--- src/rtl/vscale_hpm_counters.sv ---
// rtl/vscale_hpm_counters.sv - event-selectable HPM counter bank on the CSR bus; HPM_USER_READ_EN adds user read-only shadows
module vscale_hpm_counters #(
   parameter int N_COUNTERS = 4,
   parameter int CNT_WIDTH  = 64,
   parameter int N_EVENTS   = 8
) (
   input  logic                clk,
   input  logic                reset,
   input  logic [11:0]         addr,
   input  logic [2:0]          cmd,
   input  logic [31:0]         wdata,
   input  logic [1:0]          prv,
   input  logic [N_EVENTS-1:0] events,
   output logic [31:0]         rdata,
   output logic                hit,
   output logic                illegal_access,
   output logic                overflow_irq
);

   localparam int SEL_W = $clog2(N_EVENTS);
   localparam int HI_W  = CNT_WIDTH - 32;

   logic [CNT_WIDTH-1:0]  cnt_q [N_COUNTERS];
   logic [SEL_W-1:0]      sel_q [N_COUNTERS];
   logic [N_COUNTERS-1:0] ovf_ie_q;
   logic [N_COUNTERS-1:0] inhibit_q;
   logic [N_COUNTERS-1:0] ovf_q;
   logic [N_EVENTS-1:0]   events_q;

   logic [N_COUNTERS-1:0] dec_lo, dec_hi, dec_ev, dec_ulo, dec_uhi;
   logic                  dec_inh, dec_ovf;
   logic                  is_write, violation, do_wr;
   logic [31:0]           wval;

   logic [N_COUNTERS-1:0] ev_hit, inc, wr_lo, wr_hi, hw_ovf;
   logic [N_COUNTERS-1:0] ovf_next;

   always_comb begin
      dec_lo  = '0;
      dec_hi  = '0;
      dec_ev  = '0;
      dec_ulo = '0;
      dec_uhi = '0;
      for (int i = 0; i < N_COUNTERS; i++) begin
         dec_lo[i] = (addr == 12'hB03 + 12'(i));
         dec_hi[i] = (addr == 12'hB83 + 12'(i));
         dec_ev[i] = (addr == 12'h323 + 12'(i));
`ifdef HPM_USER_READ_EN
         dec_ulo[i] = (addr == 12'hC03 + 12'(i));
         dec_uhi[i] = (addr == 12'hC83 + 12'(i));
`endif
      end
      dec_inh = (addr == 12'h320);
      dec_ovf = (addr == 12'h7C0);
   end

   assign hit = (|dec_lo) | (|dec_hi) | (|dec_ev) | (|dec_ulo) | (|dec_uhi) | dec_inh | dec_ovf;

   // Read-only space is addr[11:10]==2'b11; minimum privilege sits in addr[9:8].
   assign is_write       = cmd[1] | cmd[0];
   assign violation      = (is_write && (addr[11:10] == 2'b11)) || (addr[9:8] > prv);
   assign illegal_access = cmd[2] && hit && violation;
   assign do_wr          = cmd[2] && is_write && hit && !violation;

   always_comb begin
      rdata = '0;
      for (int i = 0; i < N_COUNTERS; i++) begin
         if (dec_lo[i] || dec_ulo[i])
            rdata = rdata | cnt_q[i][31:0];
         if (dec_hi[i] || dec_uhi[i])
            rdata = rdata | 32'(cnt_q[i][CNT_WIDTH-1:32]);
         if (dec_ev[i])
            rdata = rdata | {ovf_ie_q[i], 31'(sel_q[i])};
      end
      if (dec_inh)
         rdata = rdata | 32'({inhibit_q, 3'b000});
      if (dec_ovf)
         rdata = rdata | 32'(ovf_q);
   end

   always_comb begin
      case (cmd[1:0])
         2'b10:   wval = rdata | wdata;
         2'b11:   wval = rdata & ~wdata;
         default: wval = wdata;
      endcase
   end

   // Out-of-range select values match no event index and therefore never count.
   always_comb begin
      ev_hit = '0;
      inc    = '0;
      wr_lo  = '0;
      wr_hi  = '0;
      hw_ovf = '0;
      for (int i = 0; i < N_COUNTERS; i++) begin
         for (int e = 0; e < N_EVENTS; e++) begin
            if (sel_q[i] == SEL_W'(e))
               ev_hit[i] = events_q[e];
         end
         inc[i]    = ev_hit[i] && !inhibit_q[i];
         wr_lo[i]  = do_wr && dec_lo[i];
         wr_hi[i]  = do_wr && dec_hi[i];
         hw_ovf[i] = inc[i] && !wr_lo[i] && !wr_hi[i] && (&cnt_q[i]);
      end
      ovf_next = ((do_wr && dec_ovf) ? wval[N_COUNTERS-1:0] : ovf_q) | hw_ovf;
   end

   always_ff @(posedge clk or posedge reset) begin
      if (reset) begin
         for (int i = 0; i < N_COUNTERS; i++) begin
            cnt_q[i] <= '0;
            sel_q[i] <= '0;
         end
         ovf_ie_q     <= '0;
         inhibit_q    <= '0;
         ovf_q        <= '0;
         events_q     <= '0;
         overflow_irq <= 1'b0;
      end else begin
         events_q     <= events;
         ovf_q        <= ovf_next;
         overflow_irq <= |(ovf_q & ovf_ie_q);
         if (do_wr && dec_inh)
            inhibit_q <= wval[N_COUNTERS+2:3];
         for (int i = 0; i < N_COUNTERS; i++) begin
            // A CSR write to either half takes priority and drops that cycle's increment.
            if (wr_lo[i])
               cnt_q[i][31:0] <= wval;
            else if (wr_hi[i])
               cnt_q[i][CNT_WIDTH-1:32] <= wval[HI_W-1:0];
            else if (inc[i])
               cnt_q[i] <= cnt_q[i] + CNT_WIDTH'(1);
            if (do_wr && dec_ev[i]) begin
               sel_q[i]    <= wval[SEL_W-1:0];
               ovf_ie_q[i] <= wval[31];
            end
         end
      end
   end

endmodule

--- config.mk ---
export PLATFORM = sky130hd
export DESIGN_NAME = vscale_hpm_counters
export DESIGN_NICKNAME = d
export VERILOG_FILES = /design/src/rtl/vscale_hpm_counters.sv
export SDC_FILE = /design/constraint.sdc
export NUM_CORES = 1
export LEC_CHECK = 0
export CAP_MARGIN = 20
export CORE_MARGIN = 1
export CORE_UTILIZATION = 50
export DETAILED_ROUTE_END_ITERATION = 12
export DONT_BUFFER_PORTS = 1
export GPL_TIMING_DRIVEN = 1
export PLACE_DENSITY = 0.67
export SKIP_CTS_REPAIR_TIMING = 1
export SYNTH_ARGS = -nofsm -noshare
export SYNTH_HDL_FRONTEND = slang
export SYNTH_SLANG_ARGS = --single-unit
--- constraint.sdc ---
create_clock -name clk -period 12.2 [get_ports clk]
set_input_delay 1.83 -clock clk [delete_from_list [all_inputs] [get_ports clk]]
set_output_delay 1.83 -clock clk [all_outputs]
set_load 0.02 [all_outputs]
Yosys cells after proc, flatten, opt, wreduce, memory -nomap -nowiden
Cells that the tools add are included.
{ "word_totals": {"input_bits": 59, "word_cells": 243, "reg_bits": 289, "output_inout_bits": 35} }
{ "op_classes": {"n_reduce_logical": 78, "eq_ne": 49, "bitwise_logic": 27, "addsub": 4, "n_mux": 64, "magnitude_cmp": 1} }
{ "op_table": {"columns": ["cell", "count"], "rows": [
  ["32-bit 2-to-1 mux", 26],
  ["32-bit OR", 12],
  ["64-bit by 1-bit adder with 64-bit output, second input constant", 4],
  ["64-bit 2-to-1 mux", 4],
  ["64-bit AND reduction", 4],
  ["12-bit equality test, second input constant", 8],
  ["32-bit case mux with 2 select lines", 1],
  ["12-bit by 10-bit equality test with 1-bit output, second input constant", 5],
  ["3-bit equality test, second input constant", 16],
  ["1-bit logical AND", 36],
  ["32-bit bitwise AND", 1],
  ["1-bit 2-to-1 mux", 32],
  ["32-bit inverter", 1],
  ["32-bit by 4-bit OR with 32-bit output", 1],
  ["32-bit by 7-bit OR with 32-bit output", 1],
  ["3-bit by 2-bit equality test with 1-bit output, second input constant", 8],
  ["2-bit AND reduction", 8],
  ["2-bit nonzero test", 8],
  ["4-bit OR reduction", 4],
  ["1-bit logical NOT", 13],
  ["12-bit by 11-bit equality test with 1-bit output, second input constant", 1],
  ["3-bit by 1-bit equality test with 1-bit output, second input constant", 4],
  ["3-bit logical NOT", 4],
  ["2-bit inequality test, second input constant", 4],
  ["other kinds (8)", 17]
]} }

Longest topological paths before layout
{ "depth": {"depth_word": 32, "ltp_mapped": 12, "ltp_nobuf": 9} }

Least setup slack after synthesis
No wires, ideal clock.
{ "synth_path": {"path_kind": "input to output", "start": "input addr[7]", "end": "output illegal_access", "cell_stages": 10, "n_path_buf": 4, "arrival_time_ns": 3.663, "setup_slack_ns": 6.707, "required_time_ns": 10.370, "cell_sequence": "buf_2 -> buf_2 -> buf_2 -> buf_2 -> nor2_1 -> a21oi_1 -> nor4b_1 -> o21ai_0 -> nand3_1 -> and3_1"} }
{ "synth_via": {"elab_chain_len": 8, "elab_cells_between_ends": 23, "cone_classes": "14 x eq/ne; 4 x bitwise; 5 x reduce/logical"} }
{ "synth_lines": {"columns": ["element", "line", "source"], "rows": [
  ["start: declaration", "9", "input logic [11:0] addr,"],
  ["12-bit equality test (on tied branches)", "45, 46", null],
  ["4-bit OR reduction", "57", "assign hit = (|dec_lo) | (|dec_hi) | (|dec_ev) | (|dec_ulo) | (|dec_uhi) | dec_inh | dec_ovf;"],
  ["1-bit OR (3 in a row)", "57", null],
  ["1-bit OR (*)", "57", null],
  ["named net hit", "15", "output logic hit,"],
  ["1-bit logical AND (*) (2 in a row)", "62", "assign illegal_access = cmd[2] && hit && violation;"],
  ["end: declaration", "16", "output logic illegal_access,"]
]} }
Mark *: on every way through the listed nets, which the timed path passes. The rest lies on a longest branch.

Final worst setup path
{ "layout_path": {"start": "input addr[1]", "end": "output rdata[19]"} }
{ "layout_via": {"elab_chain_len": 28, "elab_cells_between_ends": 41, "cone_classes": "14 x eq/ne; 14 x mux; 13 x bitwise"} }
{ "layout_lines": {"columns": ["element", "line", "source"], "rows": [
  ["12-bit equality test", "45", "dec_lo[i] = (addr == 12'hB03 + 12'(i));"],
  ["32-bit 2-to-1 mux", "68", "if (dec_lo[i] || dec_ulo[i])"],
  ["32-bit OR", "71", "rdata = rdata | 32'(cnt_q[i][CNT_WIDTH-1:32]);"],
  ["32-bit 2-to-1 mux", "70", "if (dec_hi[i] || dec_uhi[i])"],
  ["32-bit OR", "73", "rdata = rdata | {ovf_ie_q[i], 31'(sel_q[i])};"],
  ["32-bit 2-to-1 mux", "72", "if (dec_ev[i])"],
  ["32-bit OR", "69", "rdata = rdata | cnt_q[i][31:0];"],
  ["32-bit 2-to-1 mux", "68", null],
  ["[12 not listed]", null, null],
  ["32-bit OR", "71", null],
  ["32-bit 2-to-1 mux", "70", null],
  ["32-bit OR", "73", null],
  ["32-bit 2-to-1 mux", "72", null],
  ["32-bit by 7-bit OR with 32-bit output", "76", "rdata = rdata | 32'({inhibit_q, 3'b000});"],
  ["32-bit 2-to-1 mux", "75", "if (dec_inh)"],
  ["32-bit by 4-bit OR with 32-bit output", "78", "rdata = rdata | 32'(ovf_q);"],
  ["32-bit 2-to-1 mux (*)", "77", "if (dec_ovf)"],
  ["end: declaration", "14", "output logic [31:0] rdata,"]
]} }
Every way passes the cells marked *; elsewhere a longest branch is shown, timed or not.

==> metrics <==
result of the run=finished, final reports clean; switching share of power=29.8%; final setup violation count=0; Data arrival, critical path=4.47 ns; internal portion of total power=1760 µW; vias per cell=7.43; endpoint of the most critical register-to-register path=cnt_q[9]; first-pass GRT wire length=142 mm; number of max-cap violations=0; deepest clock path buffer count=3; number of synthesized register bits=slightly below 300; number of remaining DRC errors=0; number of enable flip-flop cells after synthesis=0; post-layout utilization of the core=55.4%; sequential standard cell area=0.00723 mm²; cts bufs inserted=36; largest family of logic cells by synthesized area=simple AND/OR/NAND/NOR gates; setup slack of the most critical reg-to-reg path=8.66 ns; global placement routability congestion=1.04; IO Pins=94; power spent charging and discharging nets=746 µW; total power=2500 µW; worst setup path endpoint=rdata[19]; setup repair after global routing missed its margin=no; remaining number of nets flagged by the antenna check after routing=0; Vias=~22000; number of buffers inserted by port buffering=0; vias in the first global route=19699; fraction of layout cells with a size suffix above 1=8.06%; post-synth net total=~2500; data required time of the worst path=10.37 ns; CTS Root Cell=sky130_fd_sc_hd__clkbuf_16; Post-Syn Instances=2416; number of fillers in the final layout=between 3000 and 4000; largest vdd supply drop=0.104 mV; combinational power share=12.2%; area occupied by multi-input gates=0.0123 mm²; launch point of the worst path=addr[1]; total half-perimeter wirelength after legalization and detailed placement=70.8 mm; Yosys top cell by area=sky130_fd_sc_hd__dfrtp_1; distinct cell type count after synthesis=92; die outline area=between 0.04 and 0.05 mm²; static leakage=~0.0088 µW; fraction of power consumed by sequential logic=43.3%; pin count of the biggest net entering global routing=100; WL/cell=34.0 µm; Warnings, synthesis=0; Final Net Count=roughly 2400; Routed WL=99.0 mm; CP Class=in2out; x dimension of the die=slightly above 200 µm; part of the Yosys area used for sequential elements=35.7%; type of element launching the critical path=input pin; final hold violation count=0; hold crit path type=reg2reg; portion of total power attributed to the clock network=approximately 45%; relative slew slack=~7.4%; core area=0.0398 mm²; post-synthesis share of cell area spent on xor and xnor gates=4.76%; kind of end point of the critical path=output port; highest achievable clock rate=approximately 0.16 GHz; netlist area before placement=0.0202 mm²; Overflow after GRT=0; area share of and/or/nand/nor cells after synthesis=26.4%; critical register-to-register path startpoint=sel_q[0]; final total negative setup slack=0 ns; area growth from synthesis to layout=8.93%; H-tree Lvls=2; P per Cell Area=about 110 mW/mm²; cell with the biggest individual delay on the critical path=sky130_fd_sc_hd__o311ai_1; Global Route Usage Sum=a little under half; number of core rows=73; overall die height=203 µm; ys async rst share=100%; TritonCTS clock tree=built; maximum net fanout on the critical path=39; Avg Synthesized Cell Area=8.38 µm²; worst clock skew on the final layout=0.0300 ns; antenna violations before repair=9; R2R depth=7; Tmin final=roughly 6.3 ns; Commonest cells post-synth=sky130_fd_sc_hd__dfrtp_1 (289), sky130_fd_sc_hd__nand2_1 (242), sky130_fd_sc_hd__o21ai_0 (185); clock-pin slew of the registers on the worst-case setup and hold paths=0.06 ns; count of TritonRoute iterations in the first routing pass=6; violation count after the first detailed-route iteration=3012; compound-cell area share of the yosys netlist=21.3%; top cells by area in the synthesized netlist=sky130_fd_sc_hd__dfrtp_1 (36%), sky130_fd_sc_hd__mux2i_1 (5.6%), sky130_fd_sc_hd__o21ai_0 (4.6%); portion of synthesized cell area occupied by the leading cell type=35.7%; top flip-flop cell by instance count after synthesis=sky130_fd_sc_hd__dfrtp_1; most common cell in the netlist=sky130_fd_sc_hd__dfrtp_1; final number of max-transition violations=0; Worst path max stage delay=0.92 ns; multiplexer fraction of the synthesized cell area=7.36%; initial core utilization=50.8%; insertion delay to the later sink of the worst-skew pair=0.56 ns; number of sinks handled by clock tree synthesis=289; Worst-Margin Slew=~1.4 ns; cell breakdown of the critical path=and4bb_1 -> nand3_1 -> o311ai_1 -> buf_4; portion of the clock cycle consumed by the worst path in the final layout=51.6%; fraction of the mapped netlist area in adder cells=0.371%
## power groups by stage
stage,clock network [µW],registers (µW),logic [µW]
4_1_cts,1120,1080,292
2_1_floorplan,0,1060,185
5_1_grt,1150,1090,318
3_5_place_dp,0,1090,291
3_3_place_gp,0,1090,287
6_report,1110,1080,305
## routing by layer
metal	wire length, µm	track usage, %
met1	38300	65.4
met2	41300	68.2
met3	13300	12.2
met4	5950	26.3
met5	63	0
## cell families (layout without fill, tap and decap cells)
kind of cell / Yosys count / in the layout
buffers and inverters: 207 / 173
and+or+nand+nor: 1001 / 1001
adders and majority gates: 6 / 6
DFF: 289 / 289
other: 0 / 4
xor gates and xnor gates: 110 / 110
AOI/OAI and AO/OA: 661 / 661
muxes: 142 / 142
## final cells by class
type	instances	share of cell area, %
Multi-Input combinational cell	1920	55.7
Clock buffer	54	4.99
Inverter	50	0.885
Antenna cell	4	0.0454
Sequential cell	289	32.8
Timing Repair Buffer	60	2.07
Clock inverter	9	0.494
Tap cell	525	2.98
## critical path: cells and delay by family
family / cells / cell delay [ns]
AOI/OAI and AO/OA: 1 / 0.92
and+or+nand+nor: 2 / 1.43
buffers and inverters: 1 / 0.27
## through the flow
stage | cells | hold WS [ns] | setup slack (ns) | instance area [µm²]
floorplan | 2416 | 0.478 | 2.39 | 20200
global placement | 2838 | 0.519 | 6.07 | 20800
detailed placement | 2840 | 0.525 | 6.13 | 20800
CTS | 2903 | 0.529 | 6.12 | 22000
global route | 2907 | 0.575 | 5.99 | 22000
finish | 2911 | 0.529 | 5.90 | 22000
## flip-flops by register name, summed over array words and instances, names as in the netlist
register / count
events_q: 8
ovf_ie_q: 4
inhibit_q: 4
cnt_q: 256
overflow_irq: 1
ovf_q: 4
sel_q: 12
## cell usage in the layout (no fill, tap or decap), drive strengths merged, types with 18 or more instances in the layout
cell type | netlist | routed
a21oi | 146 | 146
a22o | 19 | 19
a22oi | 48 | 48
a31oi | 19 | 19
and2 | 23 | 23
and3 | 77 | 77
and4 | 33 | 33
buf | 48 | 58
clkbuf | 109 | 56
dfrtp | 289 | 289
inv | 50 | 50
mux2 | 25 | 25
mux2i | 114 | 114
nand2 | 242 | 242
nand3 | 131 | 131
nand4 | 81 | 81
nor2 | 149 | 149
nor2b | 35 | 35
nor3 | 86 | 86
nor4 | 48 | 48
o211ai | 18 | 18
o21ai | 193 | 193
o221ai | 31 | 31
o22ai | 22 | 22
xnor2 | 68 | 68
xor2 | 42 | 42
## worst min-delay path by stage
stage / start / to / slack (ns) / cells after the start
2_1_floorplan: cnt_q[39] / cnt_q[39] / 0.48 / 1
3_3_place_gp: cnt_q[103] / cnt_q[103] / 0.52 / 1
3_5_place_dp: cnt_q[103] / cnt_q[103] / 0.53 / 1
4_1_cts: cnt_q[103] / cnt_q[103] / 0.53 / 1
5_1_grt: cnt_q[103] / cnt_q[103] / 0.58 / 1
6_report: cnt_q[103] / cnt_q[103] / 0.53 / 1
(Power assumes the default switching activity.)
